[config.mk]
export PLATFORM = sky130hd
export DESIGN_NAME = shift_seq
export DESIGN_NICKNAME = d
export VERILOG_FILES = /design/src/rtl/shift_seq.sv
export SDC_FILE = /design/constraint.sdc
export NUM_CORES = 1
export LEC_CHECK = 0
export ABC_CLOCK_PERIOD_IN_PS = 5500
export BUFFER_PORTS_ARGS = -buffer_cell sky130_fd_sc_hd__buf_2
export CORE_MARGIN = 3
export CORE_UTILIZATION = 25
export DETAILED_ROUTE_END_ITERATION = 10
export PLACE_DENSITY = 0.39
export SLEW_MARGIN = 20
export SYNTH_ARGS = -nofsm -noshare
export SYNTH_HDL_FRONTEND = slang
export SYNTH_SLANG_ARGS = --single-unit
[constraint.sdc]
create_clock -name clk -period 5.5 [get_ports clk]
set_input_delay 1.1 -clock clk [delete_from_list [all_inputs] [get_ports clk]]
set_output_delay 1.1 -clock clk [all_outputs]
set_load 0.01 [all_outputs]
[src/rtl/shift_seq.sv]
// Multi-cycle barrel shifter/rotator: a large shift amount is split into passes
// of at most 2^SHAMT-1 positions through one small barrel stage per cycle.
`ifndef ENABLE
`define ENABLE 1'b1
`endif
`ifndef DISABLE
`define DISABLE 1'b0
`endif

module shift_seq #(
  parameter int DATA   = 8,
  parameter int SHAMT  = 3,
  parameter int TOTAL  = 6,
  parameter bit ROTATE = `ENABLE
) (
  input  logic             clk,
  input  logic             reset,
  input  logic             in_valid,
  output logic             in_ready,
  input  logic [DATA-1:0]  in_data,
  input  logic [TOTAL-1:0] in_amt,
  input  logic             in_right,
  input  logic             flush,
  output logic             out_valid,
  input  logic             out_ready,
  output logic [DATA-1:0]  out_data,
  output logic             busy
);

  typedef enum logic [1:0] {IDLE, RUN, DONE} state_t;

  localparam int PMAX = (1 << SHAMT) - 1;
  localparam logic [TOTAL-1:0] PMAX_T = TOTAL'(PMAX);

  state_t           r_state;
  state_t           w_next;
  logic [DATA-1:0]  r_data;
  logic [TOTAL-1:0] r_remaining;
  logic             r_right;
  logic [SHAMT-1:0] w_step;
  logic [TOTAL-1:0] w_remainingNext;
  logic [DATA-1:0]  w_shifted;
  int               w_rotAmt;
  logic             w_accept;

  assign w_accept        = (r_state == IDLE) && in_valid && !flush;
  assign w_step          = (r_remaining > PMAX_T) ? SHAMT'(PMAX) : r_remaining[SHAMT-1:0];
  assign w_remainingNext = r_remaining - TOTAL'(w_step);

  // Rotation amounts are reduced modulo DATA so the stage also works when PMAX >= DATA.
  always_comb begin
    w_rotAmt  = int'(w_step) % DATA;
    w_shifted = r_data;
    if (ROTATE) begin
      if (r_right)
        w_shifted = (r_data >> w_rotAmt) | (r_data << (DATA - w_rotAmt));
      else
        w_shifted = (r_data << w_rotAmt) | (r_data >> (DATA - w_rotAmt));
    end else begin
      if (r_right)
        w_shifted = r_data >> w_step;
      else
        w_shifted = r_data << w_step;
    end
  end

  always_ff @(posedge clk) begin
    if (reset)
      r_state <= IDLE;
    else
      r_state <= w_next;
  end

  always_comb begin
    w_next = r_state;
    case (r_state)
      IDLE: if (w_accept) w_next = (in_amt != '0) ? RUN : DONE;
      RUN: begin
        if (flush)
          w_next = IDLE;
        else if (w_remainingNext == '0)
          w_next = DONE;
      end
      DONE: if (flush || out_ready) w_next = IDLE;
      default: w_next = IDLE;
    endcase
  end

  // A flushed pass is not applied; the result is being thrown away anyway.
  always_ff @(posedge clk) begin
    if (reset) begin
      r_data      <= '0;
      r_remaining <= '0;
      r_right     <= 1'b0;
    end else if (w_accept) begin
      r_data      <= in_data;
      r_remaining <= in_amt;
      r_right     <= in_right;
    end else if (r_state == RUN && !flush) begin
      r_data      <= w_shifted;
      r_remaining <= w_remainingNext;
    end
  end

  assign in_ready  = (r_state == IDLE);
  assign out_valid = (r_state == DONE);
  assign busy      = (r_state != IDLE);
  assign out_data  = r_data;

endmodule

==> results of run 1 <==
sequential cells by signal (all words and copies together) (netlist names):
name and flops:
out_data 8, r_remaining 6, r_right 1, r_state 2
final cells by class:
type                       instances  area, um2
clock buffer                       3       41.3
clock inverter                     1       7.51
fill                             889       5530
inverter                           5       31.3
multi-input combinational        234       1520
sequential                        17        340
tap                              102        128
timing repair buffer              33        173
how the worst max path moves through the flow:
stage	end	depth (start not counted)	slack, ns	start
after detailed placement	out_data[0]	8	2.45	r_remaining[5]
after global routing	r_state[1]	10	2.18	r_remaining[3]
after global placement	out_data[0]	8	2.48	r_remaining[5]
final	out_data[0]	8	2.40	r_remaining[5]
after floorplan	out_data[5]	7	2.90	flush
after CTS	out_data[0]	8	2.43	r_remaining[5]
Yosys cell counts (2+ instances only):
cell type / number / area [um2]
o21ai_0: 18 / 90.1
nand2_1: 49 / 184
nand3_1: 9 / 45.0
o311ai_0: 3 / 26.3
ha_1: 2 / 25.0
nor3_1: 7 / 35.0
inv_1: 4 / 15.0
nor4_1: 3 / 18.8
nand2b_1: 4 / 25.0
mux2_2: 2 / 22.5
a2111oi_0: 3 / 26.3
a22oi_1: 7 / 52.6
nor2_1: 19 / 71.3
o2111ai_1: 2 / 17.5
mux2i_2: 2 / 27.5
and3_1: 5 / 31.3
o22ai_1: 6 / 37.5
dfxtp_1: 17 / 340
a21oi_1: 13 / 65.1
a211o_1: 3 / 26.3
a211oi_1: 6 / 45.0
clkbuf_1: 14 / 52.6
a31oi_1: 7 / 43.8
or2_2: 4 / 25.0
buf_2: 5 / 25.0
mux2i_1: 17 / 170
o211ai_1: 6 / 45.0
and2_1: 6 / 37.5
a21boi_0: 2 / 15.0
mux4_2: 2 / 45.0
a221oi_1: 5 / 43.8
critical path: cells and delay by family, from the launching register on:
family	cells	cell delay (ns)
flip-flops	1	0.42
multiplexers	1	0.55
AO/OA/AOI/OAI	3	0.39
buffers and inverters	2	0.56
adder cells (fa/ha/maj)	1	0.39
AND/OR/NAND/NOR	1	0.71
power by group through the flow:
stage	Clock, mW	Combinational (mW)	Sequential, mW
after floorplan	0	0.232	0.141
after global placement	0	0.292	0.157
after detailed placement	0	0.286	0.157
after CTS	0.111	0.287	0.154
after global routing	0.112	0.319	0.156
final	0.107	0.289	0.154
metal layers:
layer,vias up,GRT usage,share of wire
met2,89,0.280,0.46
met3,10,0.0237,0.054
met5,-,0,0
met4,0,0.0344,0.016
met1,1102,0.233,0.47
li1,1087,-,-
kinds of logic (layout without fill, tap and decap cells):
kind of cell | Yosys count | in the layout
mux | 23 | 23
xor+xnor | 2 | 2
simple gates | 116 | 116
buf+inv | 27 | 42
compound gates | 91 | 91
flops | 17 | 17
fa+ha+maj | 2 | 2
stage by stage:
step                setup slack (ns)   util  instance area, um2
floorplan                       2.90      -                2000
global placement                2.48  0.282                2190
detailed placement              2.45  0.282                2190
CTS                             2.43  0.288                2240
global route                    2.18  0.288                2240
finish                          2.40  0.288                2240
==> flow_metrics.tcl, run 1 <==
set metrics [dict create \
    status "finished, final reports clean" \
    hold_start "r_state[0]" \
    p_total_uw 550 \
    ys_async_sr_fraction 0 \
    first_pass_iters 5 \
    grt_max_degree 23 \
    post_cts_buffers 0 \
    timing.max_slew.rel_slack 0.501 \
    ff2ff_path_depth 8 \
    synth-edff-count 0 \
    power_switching_uw 261 \
    synth_cell_types 57 \
    first_iter_violations 133 \
    grt_pass1_vias 2195 \
    p_sw_frac 0.473 \
    cts_tree "built" \
    antenna_found_initial 0 \
    power.internal_uw 290 \
    setup_viol 0 \
    clk_pin_slew_ns 0.09 \
    r2r-end "out_data[0]" \
    grt_overflow 0 \
    layout.nets 316 \
    period_share 0.564 \
    vias 2288 \
    crit_fanout 18 \
    syn_area_per_cell_um2 7.20 \
    die_h_um 95.5 \
    route.detailed.drc 0 \
    grt.total_usage 0.169 \
    crit_required_ns 5.71 \
    num_rows 32 \
    synth_mux_area_frac 0.133 \
    ios 31 \
    cts_resized 0 \
    tightest_slew_ns 0.748 \
    power.leakage_nw 0.849 \
    wl_per_cell_um 19.1 \
    portBuffers 30 \
    cts_root_buf "clkbuf_8" \
    holdWs_ns 0.686 \
    routed_via_density 5.79 \
    syn_to_final_growth_pct 11.9 \
    synthSimpleGateAreaFrac 0.285 \
    drtAntennaViolNets 0 \
    power.share.sequential 0.280 \
    synth-xor-area-share 0.0125 \
    die_x_um 95.5 \
    syn_inst 278 \
    max_freq_mhz 322 \
    ys_ff_latch 17 \
    clock-sinks 17 \
    place_congestion 0.875 \
    worstPathArrival_ns 3.31 \
    synthAdderAreaFrac 0.0125 \
    antenna_cells 0 \
    drive_gt1_frac 0.195 \
    cp-end-kind "flop" \
    timing_worst_setup_path_type "flop to flop" \
    power.combinational.fraction 0.525 \
    path_cells "or4_4 -> clkinv_8 -> ha_1 -> inv_1 -> mux4_2 -> o21ai_1 -> o211ai_1 -> a21oi_1" \
    finalClockSkew_ns 0.0129 \
    yosysWarnings 0 \
    rrSetupSlack_ns 2.40 \
    ir_drop_uv 101 \
    finalSetupTns_ns 0 \
    coreArea_um2 7770 \
    clk_latency_ns 0.27 \
    rsz0062_at_grt "no" \
    slowest_stage "or4_4" \
    power_frac_clock 0.194 \
    period_needed_ns 3.10 \
    power_density_nw_per_um2 246 \
    final_cells 395 \
    drv_cap 0 \
    dp.cells 391 \
    cts-buffers-inserted 3 \
    cts_hold_buffers 0 \
    hold_end "r_state[1]" \
    synth_top_family_by_area "compound AO/OA/AOI/OAI gates" \
    synth_area_um2 2000 \
    hold_viol_final 0 \
    max_stage_delay_ns 0.71 \
    place_hpwl_um 5570 \
    synth_flop_cell "dfxtp_1" \
    worstHoldPathCells 2 \
    grt_pass1_wl_um 11900 \
    synth_compound_area_frac 0.314 \
    mostFrequentLayoutCells "49 x nand2_1, 30 x buf_2, 19 x nor2_1" \
    syn_nets 300 \
    cts_buffer_depth 2 \
    h-tree-depth 1 \
    hold_path.class "flop to flop" \
    startpoint_type "flop" \
    final_common_cell "nand2_1" \
    postRouteWirelength_um 7530 \
    slew_viol_final 0 \
    initial_utilization 0.258 \
    yosysSeqAreaShare 0.170 \
    dieArea_um2 9120 \
    r2r_start "r_remaining[5]" \
]
Note: power is estimated with default switching activity, not from simulation.
==> run 2, diff against run 1 <==
--- a/config.mk
+++ b/config.mk
@@ -5,7 +5,8 @@
 export SDC_FILE = /design/constraint.sdc
 export NUM_CORES = 1
 export LEC_CHECK = 0
-export ABC_CLOCK_PERIOD_IN_PS = 5500
+export ABC_AREA = 1
+export ABC_CLOCK_PERIOD_IN_PS = 3200
 export BUFFER_PORTS_ARGS = -buffer_cell sky130_fd_sc_hd__buf_2
 export CORE_MARGIN = 3
 export CORE_UTILIZATION = 25
==> constraint.sdc (replaced) <==
create_clock -name clk -period 3.2 [get_ports clk]
set_input_delay 0.64 -clock clk [delete_from_list [all_inputs] [get_ports clk]]
set_output_delay 0.64 -clock clk [all_outputs]
set_load 0.01 [all_outputs]
==> run 2 against run 1 <==
Effect of this change: clock-buffer cell count unchanged; hold slack worse by 0.16 ns; die area down 3.5%; wire length down 3.4%; setup slack worse by 1.9 ns; synthesized cell count up 26%; register-to-register slack worse by 1.9 ns; via count up 4.3%; global-route usage up 0.12 points; final cell count up 19%; combinational power rose to 2.9 times the previous value; critical path type unchanged.
==> flow_metrics.tcl, run 2 <==
set metrics [dict create \
    routed_via_density 5.06 \
    mostFrequentLayoutCells "108 x nand2_1, 61 x nand3_1, 36 x inv_1" \
    cts_root_buf "clkbuf_8" \
    drv_cap 0 \
    ys_async_sr_fraction 0 \
    syn_to_final_growth_pct 13.2 \
    grt.total_usage 0.170 \
    grt_max_degree 18 \
    antenna_found_initial 0 \
    cts_resized 0 \
    place_congestion 0.885 \
    period_needed_ns 2.66 \
    slew_viol_final 0 \
    synth_area_um2 1930 \
    post_cts_buffers 0 \
    place_hpwl_um 5720 \
    drtAntennaViolNets 0 \
    drive_gt1_frac 0.161 \
    synth.top_cells.by_area "nand2_1 21%, dfxtp_1 18%, nand3_1 16%" \
    cts-buffers-inserted 3 \
    dieArea_um2 8800 \
    largest_register_ffs 8 \
    max_freq_mhz 376 \
    portBuffers 30 \
    ir_drop_uv 164 \
    synth-edff-count 0 \
    grt_overflow 0 \
    syn_inst 349 \
    synth_flop_cell "dfxtp_1" \
    syn_nets 371 \
    max_stage_delay_ns 0.39 \
    syn_area_per_cell_um2 5.52 \
    synth_area_leader_cell "nand2_1" \
    power_density_nw_per_um2 575 \
    yosys-top-cells-count "108 x nand2_1, 61 x nand3_1, 36 x inv_1, 23 x nor2_1" \
    clk_latency_ns 0.25 \
    worstPathArrival_ns 2.84 \
    num_rows 31 \
    startpoint_type "flop" \
    ys_ff_latch 17 \
    timing.max_slew.rel_slack 0.525 \
    clock-sinks 17 \
    antenna_cells 0 \
    period_share 0.832 \
    coreArea_um2 7370 \
    synth_top_area_share 0.210 \
    route.detailed.drc 0 \
    cts_buffer_depth 2 \
    multi_input_area_um2 1340 \
    final_common_cell "nand2_1" \
    fin_ws_ns 0.537 \
    cts_hold_buffers 0 \
    timing_worst_setup_path_type "flop to flop" \
    finalSetupTns_ns 0 \
    status "finished, final reports clean" \
    crit_required_ns 3.38 \
    die_x_um 93.8 \
    regArea_um2 340 \
    cts_tree "built" \
    ios 31 \
    grt_pass1_vias 2247 \
    clk_pin_slew_ns 0.07 \
    postRouteWirelength_um 7270 \
    first_iter_violations 253 \
    path_cells "nor2_2 -> nand3_4 -> inv_2 -> ha_1 -> inv_1 -> nand4_1 -> nand2_2 -> nor2_4 -> o211ai_1 -> nand3_1 -> nand3_1 -> a21oi_1" \
    n_fill_cell 887 \
    h-tree-depth 1 \
    hold_viol_final 0 \
    grt_pass1_wl_um 11900 \
    layout.nets 396 \
    tightest_slew_ns 0.708 \
    power.leakage_nw 1.06 \
    initial_utilization 0.262 \
    synth_cell_types 30 \
    yosysWarnings 0 \
    crit_fanout 16 \
    yosysSeqAreaShare 0.177 \
    wl_per_cell_um 15.4 \
    rsz0062_at_grt "no" \
    first_pass_iters 5 \
    worst_path_most_repeated_cell "nand3_1" \
    vias 2387 \
    pre_cts_slack_ns 0.570 \
    yosysMostFrequentCell "nand2_1" \
    setup_viol 0 \
    finalClockSkew_ns 0.00564 \
    cp-end-kind "flop" \
    die_h_um 93.8 \
    hold_path.class "flop to flop" \
    slowest_stage "nor2_2" \
    post-route-util 0.296 \
]
-- run 2: changes by cell type after synthesis, moves of 6 or more --
cell	delta
nand3_1	+52
inv_1	+32
o21ai_1	+8
o22ai_1	-6
nand2_1	+59
a211oi_1	-6
a22oi_1	-7
nand4_1	+7
nor3_1	-7
and2_1	-6
clkbuf_1	-11
mux2i_1	-17
-- run 2: layer usage --
layer,global-route usage,part of all wire
met3,0.0216,0.054
met2,0.253,0.42
met4,0.0578,0.021
met1,0.250,0.51
met5,0,0
-- run 2: kinds of logic (layout without fill, tap and decap cells) --
logic type      count (synthesis)  count (layout)  share of synthesized area
compound gates                 53              53                      0.149
flops                          17              17                      0.177
buf+inv                        55              79                      0.127
xor+xnor                        2               2                    0.00909
fa+ha+maj                       2               2                     0.0130
simple gates                  220             220                      0.526
-- run 2: power by group --
part | switching [mW] | internal (mW)
clock | 0.0785 | 0.0865
combinational | 0.571 | 0.254
sequential | 0.0319 | 0.233
-- run 2: cell type report --
cell class | count | share of cell area
inverters | 43 | 0.0751
clock inverters | 1 | 0.00229
flip-flops and latches | 17 | 0.156
well taps | 99 | 0.0567
repair buffers | 32 | 0.0756
clock buffers | 3 | 0.0189
multi-input cells | 277 | 0.615
-- run 2: critical path, delay by kind of cell (launching register included) --
family | cells | cell delay, ns
simple gates | 7 | 1.44
flops | 1 | 0.35
compound gates | 2 | 0.35
buf+inv | 2 | 0.23
fa+ha+maj | 1 | 0.19
-- run 2: metrics by stage --
stage	hold slack [ns]	instances	total power [mW]	instance area, um2
6_report	0.529	472	1.25	2180
2_1_floorplan	0.476	349	0.873	1930
3_5_place_dp	0.518	468	1.08	2140
4_1_cts	0.529	472	1.25	2180
5_1_grt	0.547	472	1.38	2180
3_3_place_gp	0.521	468	1.11	2140
-- run 2: worst paths after layout --
kind	start	to	slack (ns)	cells after the start
setup reg to reg	r_remaining[4]	out_data[0]	0.54	12
hold reg to reg	r_remaining[3]	r_remaining[3]	0.53	2
hold / removal	r_remaining[3]	r_remaining[3]	0.53	2
setup / recovery	r_remaining[4]	out_data[0]	0.54	12
